==> src/rtl/bram_burst_master.sv <==
// rtl/bram_burst_master.sv - burst read/write requester for the banked BRAM array
//
// Purpose: turns burst commands into per-beat strobes on the BRAM array and
// streams read data out through a small FIFO with backpressure.
// Ports:
//   clk, rst        clock, asynchronous active-high reset
//   cmd_*           burst command handshake (write flag, start address, beats-1)
//   wdata_*         write beat stream, accepted only while a write burst runs
//   rdata_*         read beat stream towards the consumer
//   busy, done      burst in progress / one-cycle completion pulse
//   mem_*           registered strobes to the array; mem_rdata comes back from it
module bram_burst_master #(
  parameter  int NUM_BLOCKS = 16,
  parameter  int LEN_W      = 8,
  localparam int ADDR_W     = 8 + $clog2(NUM_BLOCKS)
) (
  input  logic              clk,
  input  logic              rst,
  input  logic              cmd_valid,
  output logic              cmd_ready,
  input  logic              cmd_write,
  input  logic [ADDR_W-1:0] cmd_addr,
  input  logic [LEN_W-1:0]  cmd_len,
  input  logic              wdata_valid,
  output logic              wdata_ready,
  input  logic [15:0]       wdata,
  output logic              rdata_valid,
  input  logic              rdata_ready,
  output logic [15:0]       rdata,
  output logic              busy,
  output logic              done,
  output logic              mem_rd_en,
  output logic [ADDR_W-1:0] mem_rd_addr,
  output logic              mem_wr_en,
  output logic [ADDR_W-1:0] mem_wr_addr,
  output logic [15:0]       mem_wdata,
  input  logic [15:0]       mem_rdata
);

  typedef enum logic [1:0] {IDLE, WRITE, READ, DRAIN} state_t;

  localparam logic [LEN_W:0]    ONE_BEAT = 1;
  localparam logic [ADDR_W-1:0] ADDR_ONE = 1;

  state_t              state, state_nxt;
  logic [ADDR_W-1:0]   addr, addr_nxt;
  logic [LEN_W:0]      beats, beats_nxt;     // beats still to issue
  logic                rd_en_nxt, wr_en_nxt, done_nxt;
  logic [ADDR_W-1:0]   rd_addr_nxt, wr_addr_nxt;
  logic [15:0]         wdata_nxt;

  // inflight: mem_rdata carries the data of the read issued last cycle.
  logic                inflight;
  logic [15:0]         fifo_q [2];
  logic                rd_ptr, wr_ptr;
  logic [1:0]          fifo_count;
  logic                fifo_empty, pop, push, fifo_pop, issue_ok;
  logic [2:0]          outstanding;

  assign cmd_ready   = (state == IDLE);
  assign wdata_ready = (state == WRITE);
  assign busy        = (state != IDLE);

  // The in-flight beat is presented straight from mem_rdata when the FIFO is
  // empty, so a stream with rdata_ready high sees no bubble. If it is not
  // taken it drops into the FIFO and holds the same value next cycle.
  assign fifo_empty  = (fifo_count == 2'd0);
  assign rdata_valid = !fifo_empty || inflight;
  assign rdata       = !fifo_empty ? fifo_q[rd_ptr] : (inflight ? mem_rdata : 16'h0000);
  assign pop         = rdata_valid && rdata_ready;
  assign fifo_pop    = pop && !fifo_empty;
  assign push        = inflight && !(pop && fifo_empty);

  // Every issued read must have a FIFO slot even if the consumer stalls from
  // now on; the beat leaving this cycle frees one.
  assign outstanding = {1'b0, fifo_count} + {2'b00, inflight} + {2'b00, mem_rd_en};
  assign issue_ok    = outstanding < (3'd2 + {2'b00, pop});

  always_comb begin
    state_nxt   = state;
    addr_nxt    = addr;
    beats_nxt   = beats;
    rd_en_nxt   = 1'b0;
    wr_en_nxt   = 1'b0;
    done_nxt    = 1'b0;
    rd_addr_nxt = mem_rd_addr;
    wr_addr_nxt = mem_wr_addr;
    wdata_nxt   = mem_wdata;
    case (state)
      IDLE: begin
        if (cmd_valid) begin
          addr_nxt  = cmd_addr;
          beats_nxt = {1'b0, cmd_len} + ONE_BEAT;
          state_nxt = cmd_write ? WRITE : READ;
        end
      end
      WRITE: begin
        if (wdata_valid) begin
          wr_en_nxt   = 1'b1;
          wr_addr_nxt = addr;
          wdata_nxt   = wdata;
          addr_nxt    = addr + ADDR_ONE;
          beats_nxt   = beats - ONE_BEAT;
          if (beats == ONE_BEAT) begin
            state_nxt = IDLE;
            done_nxt  = 1'b1;
          end
        end
      end
      READ: begin
        if (issue_ok) begin
          rd_en_nxt   = 1'b1;
          rd_addr_nxt = addr;
          addr_nxt    = addr + ADDR_ONE;
          beats_nxt   = beats - ONE_BEAT;
          if (beats == ONE_BEAT) begin
            state_nxt = DRAIN;
          end
        end
      end
      DRAIN: begin
        // Finish on the edge that delivers the last outstanding beat.
        if (outstanding == {2'b00, pop}) begin
          state_nxt = IDLE;
          done_nxt  = 1'b1;
        end
      end
      default: state_nxt = IDLE;
    endcase
  end

  always_ff @(posedge clk or posedge rst) begin
    if (rst) begin
      state       <= IDLE;
      addr        <= '0;
      beats       <= '0;
      mem_rd_en   <= 1'b0;
      mem_rd_addr <= '0;
      mem_wr_en   <= 1'b0;
      mem_wr_addr <= '0;
      mem_wdata   <= '0;
      done        <= 1'b0;
      inflight    <= 1'b0;
    end else begin
      state       <= state_nxt;
      addr        <= addr_nxt;
      beats       <= beats_nxt;
      mem_rd_en   <= rd_en_nxt;
      mem_rd_addr <= rd_addr_nxt;
      mem_wr_en   <= wr_en_nxt;
      mem_wr_addr <= wr_addr_nxt;
      mem_wdata   <= wdata_nxt;
      done        <= done_nxt;
      inflight    <= mem_rd_en;
    end
  end

  always_ff @(posedge clk or posedge rst) begin
    if (rst) begin
      fifo_q[0]  <= '0;
      fifo_q[1]  <= '0;
      rd_ptr     <= 1'b0;
      wr_ptr     <= 1'b0;
      fifo_count <= 2'd0;
    end else begin
      if (push) begin
        fifo_q[wr_ptr] <= mem_rdata;
        wr_ptr         <= ~wr_ptr;
      end
      if (fifo_pop) begin
        rd_ptr <= ~rd_ptr;
      end
      case ({push, fifo_pop})
        2'b10:   fifo_count <= fifo_count + 2'd1;
        2'b01:   fifo_count <= fifo_count - 2'd1;
        default: fifo_count <= fifo_count;
      endcase
    end
  end

endmodule

==> config.mk <==
export PLATFORM = sky130hd
export DESIGN_NAME = bram_burst_master
export DESIGN_NICKNAME = d
export VERILOG_FILES = /design/src/rtl/bram_burst_master.sv
export SDC_FILE = /design/constraint.sdc
export NUM_CORES = 1
export LEC_CHECK = 0
export ABC_AREA = 0
export BUFFER_PORTS_ARGS = -buffer_cell sky130_fd_sc_hd__buf_4
export CAP_MARGIN = 20
export CORE_MARGIN = 3
export CORE_UTILIZATION = 49
export DETAILED_ROUTE_END_ITERATION = 12
export MAX_ROUTING_LAYER = met4
export PLACE_DENSITY = 0.77
export SYNTH_ARGS = -nofsm -noshare
export SYNTH_HDL_FRONTEND = slang
export SYNTH_SLANG_ARGS = --single-unit
==> constraint.sdc <==
create_clock -name clk -period 3.3 [get_ports clk]
set_clock_uncertainty 0.15 [all_clocks]
set_input_delay 0.495 -clock clk [delete_from_list [all_inputs] [get_ports clk]]
set_output_delay 0.495 -clock clk [all_outputs]
set_load 0.01 [all_outputs]
==> impl_metrics.prom, run 1 <==
# TYPE chip_impl_metric gauge
chip_impl_info{name="run_status",value="finished clean"} 1
chip_impl_metric{name="drc_errors",unit=""} 0
chip_impl_info{name="ys_dominant_reg_cell",value="dfrtp_1"} 1
chip_impl_metric{name="finalInstanceArea",unit="mm²"} 0.00636
chip_impl_info{name="cts_tree",value="built"} 1
chip_impl_metric{name="routed-via-count",unit=""} 3987
chip_impl_metric{name="wire_length_of_the_first_global_routing_pass",unit="µm"} 19200
chip_impl_metric{name="floorplan.core_area",unit="mm²"} 0.0100
chip_impl_metric{name="timing.max_slew.rel_slack",unit=""} 0.523
chip_impl_metric{name="gpl.final_weighted_congestion",unit=""} 0.940
chip_impl_metric{name="yosysSeqAreaShare",unit=""} 0.501
chip_impl_metric{name="clk_transition_reported_paths",unit="ns"} 0.11
chip_impl_metric{name="layout-drive-gt1-share",unit=""} 0.394
chip_impl_metric{name="first_iter_violations",unit=""} 290
chip_impl_metric{name="synth-edff-count",unit=""} 0
chip_impl_metric{name="power.density_cell_area",unit="mW/mm²"} 1060
chip_impl_metric{name="grt_antenna_before_repair",unit=""} 0
chip_impl_metric{name="setup_tns",unit="ns"} 0
chip_impl_metric{name="maxCapViolCount",unit=""} 0
chip_impl_metric{name="syn-num-nets",unit=""} 520
chip_impl_metric{name="area.growth.synth_to_final",unit="%"} 23.8
chip_impl_metric{name="yosysUniqueCellTypes",unit=""} 57
chip_impl_metric{name="die_width",unit="µm"} 108
chip_impl_metric{name="finalHoldViolations",unit=""} 0
chip_impl_metric{name="routedWlPerCell",unit="µm"} 16.9
chip_impl_metric{name="cts_num_sinks",unit=""} 103
chip_impl_info{name="crit_path_end_kind",value="flip-flop"} 1
chip_impl_metric{name="syn-cell-area",unit="mm²"} 0.00514
chip_impl_metric{name="cts-root-to-sink-buffers",unit=""} 2
chip_impl_metric{name="cts-buffers-inserted",unit=""} 9
chip_impl_metric{name="placement.cell_area",unit="mm²"} 0.00615
chip_impl_metric{name="fin_worst_hold_slack",unit="ns"} 0.0398
chip_impl_metric{name="initial_utilization",unit=""} 0.514
chip_impl_metric{name="synth_top_cell_area_share",unit=""} 0.501
chip_impl_metric{name="antennaDiodeCount",unit=""} 0
chip_impl_info{name="synth_top_cells_by_area",value="dfrtp_1 (50%), mux2_2 (14%), o21ai_0 (3.6%)"} 1
chip_impl_metric{name="vias_per_cell",unit=""} 5.66
chip_impl_metric{name="crit_path_max_fanout",unit=""} 21
chip_impl_info{name="timing.critical_path.from_type",value="flip-flop"} 1
chip_impl_info{name="synth_most_common_cell",value="dfrtp_1"} 1
chip_impl_metric{name="overflow",unit=""} 0
chip_impl_metric{name="drt-total-wl",unit="µm"} 11900
chip_impl_metric{name="fmax",unit="GHz"} 0.382
chip_impl_info{name="cts-root-buf",value="clkbuf_8"} 1
chip_impl_info{name="min-delay-path-class",value="primary input to async pin"} 1
chip_impl_metric{name="fin_crit",unit="ns"} 2.62
chip_impl_metric{name="vdd_drop_max",unit="µV"} 539
chip_impl_metric{name="first_pass_iters",unit=""} 5
chip_impl_info{name="worstSetupPathType",value="flip-flop to flip-flop"} 1
chip_impl_metric{name="holdBufCountCts",unit=""} 0
chip_impl_metric{name="fp.dieArea",unit="mm²"} 0.0118
chip_impl_metric{name="grt_max_degree",unit=""} 50
chip_impl_info{name="rsz0062_at_grt",value="no"} 1
chip_impl_info{name="synth_top_area_cell",value="dfrtp_1"} 1
chip_impl_metric{name="max_slew.worst_pin.slew",unit="ns"} 0.715
chip_impl_metric{name="final_core_utilization",unit=""} 0.636
chip_impl_metric{name="final.period_utilization",unit=""} 0.793
chip_impl_metric{name="port_buffers",unit=""} 120
chip_impl_metric{name="first_global_vias",unit=""} 3873
chip_impl_metric{name="postCtsSetupBuffers",unit=""} 0
chip_impl_metric{name="asyncSetResetFlopFracSynth",unit=""} 1.00
chip_impl_metric{name="detailedPlacementHpwl",unit="µm"} 8550
chip_impl_metric{name="timing.critical_path.required",unit="ns"} 3.40
chip_impl_metric{name="io-pin-count",unit=""} 121
chip_impl_metric{name="num_rows",unit=""} 36
chip_impl_metric{name="track_usage",unit=""} 0.212
chip_impl_metric{name="htreeDepth",unit=""} 3
chip_impl_metric{name="final_max_slew_viol_count",unit=""} 0
chip_impl_metric{name="report.power.total",unit="µW"} 6740
chip_impl_metric{name="finalSetupViolations",unit=""} 0
chip_impl_metric{name="synthesis.instances",unit=""} 450
chip_impl_metric{name="flop_and_latch_count_out_of_synthesis",unit=""} 103
chip_impl_metric{name="fill_cells",unit=""} 824
chip_impl_metric{name="chip_height",unit="µm"} 108
chip_impl_metric{name="finalNetCount",unit=""} 636
chip_impl_metric{name="insertion_delay",unit="ns"} 0.37
chip_impl_metric{name="drtAntennaViolNets",unit=""} 0
chip_impl_metric{name="ctsResizeCount",unit=""} 0
chip_impl_info{name="top_cell_types_by_occurrence_after_synthesis",value="dfrtp_1 (103), mux2_2 (66), o21ai_0 (37)"} 1
chip_impl_metric{name="synth.yosys.warnings",unit=""} 0
chip_impl_metric{name="cellLeakagePower",unit="µW"} 0.00287
chip_impl_metric{name="cp.arrival",unit="ns"} 2.72
chip_impl_metric{name="syn_avg_cell_area",unit="µm²"} 11.4
## cells in the final DEF, fill, tap and decap left out, types with 2 or more instances in the layout
cell type  instances
buf_4            128
dfrtp_1          103
mux2_2            66
o21ai_0           36
nand3_1           29
nand2_1           22
mux2i_1           18
inv_1             17
a31oi_1           14
a21oi_1           13
ha_1              11
clkbuf_8           9
nor2_1             8
nand4_1            6
nor3_1             6
o22ai_1            6
nand2b_1           5
o31ai_1            5
xor2_1             4
xnor2_1            4
nor2b_1            3
a2bb2oi_1          3
o211ai_1           3
and2_1             2
o2111ai_1          2
mux2_1             2
o21a_1             2
or3_1              2
and3_1             2
a22o_1             2
a21o_1             2
nand3_2            2
nor2_4             2
or4_1              2
inv_6              2
## sequential cells by signal, summed over array words and instances (netlist names), 2 cells and up
signal / flops
fifo_q: 32
mem_wdata: 16
addr: 12
mem_rd_addr: 12
mem_wr_addr: 12
beats: 9
fifo_count: 2
state: 2
## power breakdown
part	internal, µW	switching (µW)
sequential	1900	470
clock	368	475
combinational	1720	1800
## metal layers
metal | GRT usage | wire length, µm | part of all wire
met1 | 0.284 | 5080 | 0.43
met2 | 0.330 | 5780 | 0.49
met3 | 0.0316 | 817 | 0.069
met4 | 0.0721 | 201 | 0.017
met5 | - | 0 | 0
## per-stage QoR
step,std cells,setup slack (ns)
final,704,0.682
after global routing,704,0.449
after CTS,704,0.682
after detailed placement,688,0.699
after floorplan,450,0.807
after global placement,688,0.777
## critical path, stage by stage, from the launching register on
cell     delay (ns)
dfrtp_1        0.42
inv_1          0.09
ha_1           0.64
inv_1          0.32
or3_1          0.48
o32ai_1        0.28
a21oi_1        0.11
## cell type report
cell class,count,area [µm²],share of cell area
sequential,103,2580,0.405
multi-input combinational,305,2350,0.370
timing repair buffer,129,981,0.154
tap,133,166,0.0262
clock buffer,9,124,0.0195
clock inverter,7,88.8,0.0140
inverter,18,71.3,0.0112
## path summary, 6_finish.rpt
path / slack [ns] / startpoint / cells past startpoint / endpoint
min in group clk: 0.19 / wdata[0] / 2 / mem_wdata[0]$_DFFE_PP0P_
min: 0.04 / rst / 2 / fifo_q[4]$_DFFE_PP0P_
max reg2reg: 0.68 / state[0]$_DFFE_PP0P_ / 6 / addr[9]$_DFFE_PP0P_
max: 0.68 / state[0]$_DFFE_PP0P_ / 6 / addr[9]$_DFFE_PP0P_
min reg2reg: 0.27 / mem_rd_en$_DFF_PP0_ / 0 / inflight$_DFF_PP0_
max in group asynchronous: 2.17 / rst / 3 / addr[2]$_DFFE_PP0P_
## logic make-up after synthesis
kind of cell	after synthesis	synth area share
mux	86	0.184
compound gates	97	0.117
buf+inv	42	0.0404
simple gates	102	0.113
flops	103	0.501
xor+xnor	8	0.0136
fa+ha+maj	12	0.0307
Power figures use the tool's default switching activity.
==> run 2: changes to the inputs <==
==> constraint.sdc (replaced) <==
create_clock -name clk -period 2.4 [get_ports clk]
set_clock_uncertainty 0.15 [all_clocks]
set_input_delay 0.36 -clock clk [delete_from_list [all_inputs] [get_ports clk]]
set_output_delay 0.36 -clock clk [all_outputs]
set_load 0.01 [all_outputs]
==> run 2 against run 1 <==
Global-route usage rose by 0.18 points. Combinational power rose by 46%. Setup slack got worse by 0.59 ns. Clock-buffer cell count did not move. Register-to-register slack got worse by 0.59 ns. Design area rose by 1.9%. Sequential power rose by 37%. Hold slack improved by 0.024 ns. Critical path type unchanged. Largest cell class unchanged.
==> impl_metrics.prom, run 2 (synthesis results as in run 1) <==
# TYPE chip_impl_metric gauge
chip_impl_info{name="run_status",value="finished clean"} 1
chip_impl_metric{name="first_iter_violations",unit=""} 224
chip_impl_info{name="min-delay-start",value="wdata[11]"} 1
chip_impl_metric{name="cellLeakagePower",unit="µW"} 0.00294
chip_impl_info{name="layout_top_registers",value="fifo_q x32, mem_wdata x16"} 1
chip_impl_metric{name="grt_antenna_before_repair",unit=""} 0
chip_impl_metric{name="gpl.final_weighted_congestion",unit=""} 0.902
chip_impl_metric{name="finalNetCount",unit=""} 648
chip_impl_metric{name="fill_cells",unit=""} 819
chip_impl_metric{name="finalSetupViolations",unit=""} 0
chip_impl_info{name="cts-root-buf",value="clkbuf_8"} 1
chip_impl_metric{name="crit_path_max_fanout",unit=""} 16
chip_impl_metric{name="die_width",unit="µm"} 108
chip_impl_info{name="cts_tree",value="built"} 1
chip_impl_info{name="rr_startpoint",value="mem_rd_en$_DFF_PP0_"} 1
chip_impl_metric{name="worst-r2r-cell-count",unit=""} 8
chip_impl_metric{name="detailedPlacementHpwl",unit="µm"} 8700
chip_impl_metric{name="cts-buffers-inserted",unit=""} 9
chip_impl_metric{name="floorplan.core_area",unit="mm²"} 0.0100
chip_impl_metric{name="fin_crit",unit="ns"} 2.31
chip_impl_metric{name="maxCapViolCount",unit=""} 0
chip_impl_metric{name="routedWlPerCell",unit="µm"} 16.7
chip_impl_metric{name="io-pin-count",unit=""} 121
chip_impl_metric{name="largest_register_ff_count",unit=""} 32
chip_impl_metric{name="vias_per_cell",unit=""} 5.64
chip_impl_metric{name="number_of_cells_on_the_worst_hold_path",unit=""} 2
chip_impl_metric{name="antennaDiodeCount",unit=""} 0
chip_impl_metric{name="insertion_delay",unit="ns"} 0.36
chip_impl_info{name="worstSetupPathType",value="flip-flop to flip-flop"} 1
chip_impl_metric{name="clk_transition_reported_paths",unit="ns"} 0.10
chip_impl_metric{name="area.growth.synth_to_final",unit="%"} 26.2
chip_impl_metric{name="drtAntennaViolNets",unit=""} 0
chip_impl_info{name="timing.critical_path.from_type",value="flip-flop"} 1
chip_impl_metric{name="grt_max_degree",unit=""} 47
chip_impl_metric{name="timing.critical_path.required",unit="ns"} 2.50
chip_impl_info{name="layout.cells.most_common",value="buf_4"} 1
chip_impl_metric{name="final_max_slew_viol_count",unit=""} 0
chip_impl_metric{name="worst_slack",unit="ns"} 0.0905
chip_impl_metric{name="finalHoldViolations",unit=""} 0
chip_impl_info{name="min-delay-path-class",value="primary input to flip-flop"} 1
chip_impl_metric{name="num_rows",unit=""} 36
chip_impl_metric{name="wire_length_of_the_first_global_routing_pass",unit="µm"} 19400
chip_impl_metric{name="layout-drive-gt1-share",unit=""} 0.415
chip_impl_metric{name="track_usage",unit=""} 0.213
chip_impl_metric{name="cts_num_sinks",unit=""} 103
chip_impl_metric{name="final.period_utilization",unit=""} 0.962
chip_impl_info{name="most-common-layout-cells",value="buf_4 (136), dfrtp_1 (103), mux2_2 (66)"} 1
chip_impl_info{name="largest-register",value="fifo_q"} 1
chip_impl_metric{name="port_buffers",unit=""} 120
chip_impl_info{name="timing.critical_path.from",value="mem_rd_en$_DFF_PP0_"} 1
chip_impl_metric{name="fp.dieArea",unit="mm²"} 0.0118
chip_impl_info{name="rsz0062_at_grt",value="no"} 1
chip_impl_metric{name="drc_errors",unit=""} 0
chip_impl_metric{name="timing.max_slew.rel_slack",unit=""} 0.537
chip_impl_metric{name="first_pass_iters",unit=""} 4
chip_impl_metric{name="cp.arrival",unit="ns"} 2.41
chip_impl_metric{name="chip_height",unit="µm"} 108
chip_impl_metric{name="routed-via-count",unit=""} 4035
chip_impl_metric{name="cts-root-to-sink-buffers",unit=""} 2
chip_impl_metric{name="fin_worst_hold_slack",unit="ns"} 0.0643
chip_impl_metric{name="drt-total-wl",unit="µm"} 11900
chip_impl_metric{name="first_global_vias",unit=""} 3967
chip_impl_metric{name="report.power.total",unit="µW"} 9400
chip_impl_metric{name="power.density_cell_area",unit="mW/mm²"} 1450
chip_impl_metric{name="vdd_drop_max",unit="µV"} 768
chip_impl_metric{name="initial_utilization",unit=""} 0.514
chip_impl_info{name="crit_path_end_kind",value="flip-flop"} 1
chip_impl_metric{name="fmax",unit="GHz"} 0.433
chip_impl_metric{name="htreeDepth",unit=""} 3
chip_impl_metric{name="pre_cts_slack",unit="ns"} 0.0737
chip_impl_metric{name="max_slew.worst_pin.slew",unit="ns"} 0.694
chip_impl_metric{name="setup_tns",unit="ns"} 0
chip_impl_metric{name="overflow",unit=""} 0
## run 2: final timing paths
kind | endpoint | slack [ns]
hold / removal | mem_wdata[11]$_DFFE_PP0P_ | 0.06
min in group asynchronous | state[0]$_DFFE_PP0P_ | 0.43
hold reg to reg | inflight$_DFF_PP0_ | 0.28
setup / recovery | mem_rd_addr[3]$_DFFE_PP0P_ | 0.09
max in group asynchronous | mem_wr_addr[3]$_DFFE_PP0P_ | 1.08
setup reg to reg | mem_rd_addr[3]$_DFFE_PP0P_ | 0.09
## run 2: repair_timing
item                                    CTS  global route
endpoints found under the setup margin    0            11
endpoints found under the hold margin    17             0
setup buffers                             0             1
hold buffers                              1             0
gates resized for setup                   0             2
## run 2: critical path, stage by stage (launching register included)
cell and delay [ns]:
dfrtp_1 0.39, inv_2 0.05, fa_2 0.36, inv_1 0.06
ha_1 0.22, nor2b_4 0.14, or3b_1 0.38, buf_6 0.17
mux2_2 0.28
## run 2: where the power goes
| part | switching [µW] | internal (µW) | leakage, µW |
|---|---|---|---|
| clock network | 638 | 399 | 0.0000973 |
| registers | 622 | 2620 | 0.00121 |
| logic | 2560 | 2570 | 0.00163 |
## run 2: through the flow
step           instances  instance area (µm²)   util
4_1_cts              715                 6470  0.647
3_5_place_dp         698                 6270  0.627
2_1_floorplan        450                 5180      -
3_3_place_gp         698                 6270  0.627
6_report             716                 6490  0.649
5_1_grt              716                 6490  0.649
## run 2: layer usage
metal	track usage	vias up	routed length, µm
li1	-	1901	-
met1	0.270	1982	5090
met2	0.357	136	5950
met3	0.0376	16	754
met4	0.0550	0	152
met5	-	-	0
## run 2: final cells by class
cell class	instances	area [µm²]	share of cell area
Sequential cell	103	2580	0.397
Clock inverter	7	65.1	0.0100
Timing Repair Buffer	141	1100	0.170
Clock buffer	9	124	0.0191
Tap cell	133	166	0.0257
Multi-Input combinational cell	305	2380	0.367
Inverter	18	71.3	0.0110
